**src/rtl/im_loader.sv**
```systemverilog
// Boot-time instruction loader. It receives a length-prefixed, XOR-protected
// byte stream, assembles big-endian 32-bit words and writes them into
// instruction memory. The core is held in reset until the image is verified.
//
// state    | meaning
// ---------+-----------------------------------------------------------
// S_LEN_HI | waiting for the upper byte of the word count
// S_LEN_LO | waiting for the lower byte; range check on the full count
// S_DATA   | collecting payload bytes, one IM write per 4 bytes
// S_CHK    | waiting for the checksum byte
// S_DONE   | image verified, core released (terminal until reset)
// S_ERR    | image rejected, core stays in reset (terminal until reset)
module im_loader #(
    parameter int DEPTH = 64
) (
    input  logic        CLK,
    input  logic        rst,
    input  logic [7:0]  in_data,
    input  logic        in_valid,
    output logic        in_ready,
    output logic        IMWE,
    output logic [31:0] IMWA,
    output logic [31:0] IMWD,
    output logic        core_rst,
    output logic        done,
    output logic        err
);

    typedef enum logic [2:0] {
        S_LEN_HI,
        S_LEN_LO,
        S_DATA,
        S_CHK,
        S_DONE,
        S_ERR
    } state_t;

    localparam logic [15:0] DEPTH_W = 16'(DEPTH);

    state_t      state_q, state_d;
    logic [15:0] len_q, len_d;
    logic [15:0] idx_q, idx_d;
    logic [1:0]  bcnt_q, bcnt_d;
    logic [23:0] shift_q, shift_d;
    logic [7:0]  xor_q, xor_d;
    logic        imwe_q, imwe_d;
    logic [31:0] imwa_q, imwa_d;
    logic [31:0] imwd_q, imwd_d;

    logic        accept;
    logic [15:0] n_len;

    assign in_ready = (state_q == S_LEN_HI) || (state_q == S_LEN_LO) ||
                      (state_q == S_DATA)   || (state_q == S_CHK);
    assign accept   = in_valid && in_ready;
    assign n_len    = {len_q[15:8], in_data};

    assign IMWE     = imwe_q;
    assign IMWA     = imwa_q;
    assign IMWD     = imwd_q;
    assign done     = (state_q == S_DONE);
    assign err      = (state_q == S_ERR);
    assign core_rst = done;

    // Next-state, word assembly, running checksum and IM write generation.
    always_comb begin
        state_d = state_q;
        len_d   = len_q;
        idx_d   = idx_q;
        bcnt_d  = bcnt_q;
        shift_d = shift_q;
        xor_d   = xor_q;
        imwe_d  = 1'b0;
        imwa_d  = imwa_q;
        imwd_d  = imwd_q;

        // The checksum byte itself is compared, not folded in.
        if (accept && (state_q != S_CHK)) begin
            xor_d = xor_q ^ in_data;
        end

        case (state_q)
            S_LEN_HI: begin
                if (accept) begin
                    len_d[15:8] = in_data;
                    state_d     = S_LEN_LO;
                end
            end
            S_LEN_LO: begin
                if (accept) begin
                    len_d = n_len;
                    if (n_len > DEPTH_W) begin
                        state_d = S_ERR;
                    end else if (n_len == 16'd0) begin
                        state_d = S_CHK;
                    end else begin
                        idx_d   = 16'd0;
                        bcnt_d  = 2'd0;
                        state_d = S_DATA;
                    end
                end
            end
            S_DATA: begin
                if (accept) begin
                    shift_d = {shift_q[15:0], in_data};
                    bcnt_d  = bcnt_q + 2'd1;
                    if (bcnt_q == 2'd3) begin
                        imwe_d = 1'b1;
                        imwa_d = {14'd0, idx_q, 2'b00};
                        imwd_d = {shift_q, in_data};
                        idx_d  = idx_q + 16'd1;
                        if (idx_q == (len_q - 16'd1)) begin
                            state_d = S_CHK;
                        end
                    end
                end
            end
            S_CHK: begin
                if (accept) begin
                    state_d = (in_data == xor_q) ? S_DONE : S_ERR;
                end
            end
            default: begin
                state_d = state_q;
            end
        endcase
    end

    // State and datapath registers, cleared asynchronously by rst.
    always_ff @(posedge CLK or negedge rst) begin
        if (!rst) begin
            state_q <= S_LEN_HI;
            len_q   <= 16'd0;
            idx_q   <= 16'd0;
            bcnt_q  <= 2'd0;
            shift_q <= 24'd0;
            xor_q   <= 8'd0;
            imwe_q  <= 1'b0;
            imwa_q  <= 32'd0;
            imwd_q  <= 32'd0;
        end else begin
            state_q <= state_d;
            len_q   <= len_d;
            idx_q   <= idx_d;
            bcnt_q  <= bcnt_d;
            shift_q <= shift_d;
            xor_q   <= xor_d;
            imwe_q  <= imwe_d;
            imwa_q  <= imwa_d;
            imwd_q  <= imwd_d;
        end
    end

endmodule

```
**config.mk**
```make
export PLATFORM = sky130hd
export DESIGN_NAME = im_loader
export DESIGN_NICKNAME = d
export VERILOG_FILES = /design/src/rtl/im_loader.sv
export SDC_FILE = /design/constraint.sdc
export NUM_CORES = 1
export LEC_CHECK = 0
export ABC_AREA = 1
export CAP_MARGIN = 20
export CORE_MARGIN = 2
export CORE_UTILIZATION = 35
export DETAILED_ROUTE_END_ITERATION = 8
export GPL_TIMING_DRIVEN = 1
export SETUP_SLACK_MARGIN = 0.05
export SLEW_MARGIN = 0
export SYNTH_ARGS = -nofsm -noshare
export SYNTH_HDL_FRONTEND = slang
export SYNTH_SLANG_ARGS = --single-unit
```
**constraint.sdc**
```tcl
create_clock -name CLK -period 1.7 [get_ports CLK]
set_input_delay 0.34 -clock CLK [delete_from_list [all_inputs] [get_ports CLK]]
set_output_delay 0.34 -clock CLK [all_outputs]
set_load 0.01 [all_outputs]
```
==> reports/qor.csv <==
metric;value;unit
status;complete, but fails checks;
failed_checks;setup timing;
numPortBuffers;63;
r2r_cells;9;
r2r-start;len_q[9]$_DFFE_PN0P_;
synth-simple-area-share;0.288;
critPathLaunchType;flop;
ir_drop;771;uV
avgSynthCellArea;8.23;um^2
wl;14800;um
start_util;0.356;
synth_top_area_frac;0.504;
io-pin-count;80;
min_path_type;primary input to async pin;
synth_top_family_by_area;simple AND/OR/NAND/NOR gates;
synth_xor_area_frac;0.0592;
required;2.00;ns
cts_inserted_buffers;17;
post-route-min-period;1.88;ns
yosys.area_share.adder;0.00641;
netlist_instances;712;
drt-wirelength-per-cell;13.5;um
drive_above_1_share;0.233;
drt_pass1_iterations;5;
clk_latency;0.42;ns
fillers;1576;
crit_arrival;2.18;ns
worstMarginPinSlew;0.497;ns
crit_slowest_cell;dfrtp_1;
dieArea;17800;um^2
grt_usage;0.172;
clkSinkCount;118;
viasPerCell;4.55;
antenna_left;0;
synth-compound-area-share;0.0628;
hpwl;10300;um
cp_max_fo;7;
cts_tree;done;
rsz0062_at_grt;true;
nets;881;
gp_congestion;0.849;
grt_antenna_before_repair;0;
finalCritPeriodShare;1.11;
synth_edf_count;0;
hold_violations;0;
final_core_util;0.498;
p_per_area;828;nW/um^2
cts_root_buffer;clkbuf_16;
fmax;0.532;GHz
ys_types;39;
core_area;16500;um^2
drtIter0Drc;386;
yosys-top-cells-count;284 x nand2_1, 118 x dfrtp_1, 47 x nor2_1, 47 x o21ai_0, 39 x inv_1;
worstSetupPathType;flop to flop;
maxSlewViolCount;0;
cp_slowest_stage_delay;0.41;ns
synth_top_area_cell;dfrtp_1;
fin_skew;0.00898;ns
reg2reg_slack;-0.18;ns
grt_pass1_wl;24300;um
netlist_area;5860;um^2
ys_ff_latch;118;
synthMuxAreaShare;0;
grt_pass1_vias;4985;
route.detailed.drc;0;
rows;47;
yosysSeqAreaShare;0.504;
endpoint_kind;flop;
ys.flop_type;dfrtp_1;
post-route-worst-setup-slack;-0.180;ns
p_total;0.00680;W
maxCapViolations;0;
p_leak;4.66;nW
path_cells;nor2_2 -> and2_4 -> nand3_4 -> o21bai_4 -> o21ai_4 -> nand2_4 -> nor2_8 -> clkbuf_16 -> o21ai_2;
slew_headroom;0.666;
h-tree-depth;4;
antenna_cells;0;
grt_max_degree;46;
syn_to_final_growth;40.1;%
clockBufferDepth;2;
synth.area.top_cells;dfrtp_1 50%, nand2_1 18%, o21ai_0 4.0%;
setup-violations-final;19;
num_vias;4996;
die_h;133;um
synthArstFlopShare;1.00;
yosysMostFrequentCell;nand2_1;
yosys_warnings;0;
grt_overflow_total;0;
die_x;133;um
reg2reg_to;idx_q[2]$_DFFE_PN0P_;
cts.reportedPaths.clkPinSlew;0.05;ns
[what timing repair did]
| action | in CTS | in global routing |
|---|---|---|
| hold endpoints to repair | 20 | 0 |
| pin swaps | 15 | 10 |
| resized for setup | 69 | 53 |
| setup buffers | 6 | 3 |
| hold buffers | 1 | 0 |
| gates cloned | 0 | 2 |
| endpoints found under the setup margin | 93 | 78 |
[worst max-delay path, delay by kind of cell, from the launching register on]
family                 cells  cell delay (ns)
buffers and inverters      1             0.20
AO/OA/AOI/OAI              3             0.44
flip-flops                 1             0.41
AND/OR/NAND/NOR            5             0.70
[layer usage]
metal  vias to the layer above  wire length [um]  track usage
li1                       2515                 -            -
met5                         -                 0            0
met2                       120              6840        0.275
met4                         0               225       0.0561
met1                      2343              7140        0.234
met3                        18               610       0.0350
[cells by family (layout without fill, tap and decap cells)]
kind of cell	Yosys count	count (layout)
simple gates	392	392
flops	118	118
buf+inv	91	242
compound gates	69	69
xor+xnor	38	38
fa+ha+maj	3	3
other cells	1	16
[area by class of cell]
type | instances | area [um^2] | share of cell area
timing repair buffer | 165 | 1530 | 0.187
clock buffer | 20 | 447 | 0.0544
inverter | 47 | 191 | 0.0233
sequential | 118 | 2960 | 0.360
clock inverter | 10 | 131 | 0.0160
multi-input combinational | 518 | 2670 | 0.326
tap | 220 | 275 | 0.0335
[cells in the final DEF (no fill, tap or decap), types with 19 or more instances in the layout]
cell type	count
nand2_1	269
dfrtp_1	114
buf_4	88
nor2_1	38
o21ai_0	38
inv_1	37
dlygate4sd2_1	29
xor2_1	26
o21ai_1	20
dlymetal6s2s_1	20
clkbuf_16	19
[stage by stage]
step / cell area [um^2] / hold slack, ns / setup TNS, ns / std cells / setup WS, ns
after floorplan: 5950 / 0.0444 / 0 / 727 / 0.0208
after global placement: 7310 / 0.278 / -8.29 / 1056 / -0.384
after detailed placement: 7310 / 0.288 / -8.99 / 1056 / -0.440
after CTS: 7990 / 0.386 / -1.72 / 1093 / -0.134
after global routing: 8210 / 0.428 / -4.29 / 1098 / -0.325
final: 8210 / 0.387 / -2.58 / 1098 / -0.180
[registers in the layout, indices dropped and copies added, names as in the netlist]
name,cells
IMWD,32
shift_q,24
IMWA,16
idx_q,16
len_q,16
xor_q,8
state_q,3
bcnt_q,2
IMWE,1
[how the worst max path moves through the flow]
stage                               startpoint                      to  slack, ns
after floorplan           len_q[0]$_DFFE_PN0P_  state_q[1]$_DFFE_PN0P_       0.02
after detailed placement            in_data[3]    idx_q[7]$_DFFE_PN0P_      -0.44
after global routing      len_q[0]$_DFFE_PN0P_  state_q[1]$_DFFE_PN0P_      -0.32
after CTS                 len_q[1]$_DFFE_PN0P_  state_q[1]$_DFFE_PN0P_      -0.13
after global placement              in_data[0]    idx_q[2]$_DFFE_PN0P_      -0.38
final                     len_q[9]$_DFFE_PN0P_    idx_q[2]$_DFFE_PN0P_      -0.18
[where the power goes]
| part | internal [W] | switching, W | total, W | leakage [nW] |
|---|---|---|---|---|
| sequential | 0.00286 | 0.0000379 | 0.00290 | 1.57 |
| clock | 0.00231 | 0.00124 | 0.00355 | 0.285 |
| combinational | 0.000151 | 0.000205 | 0.000356 | 2.80 |
Power figures use the tool's default switching activity.
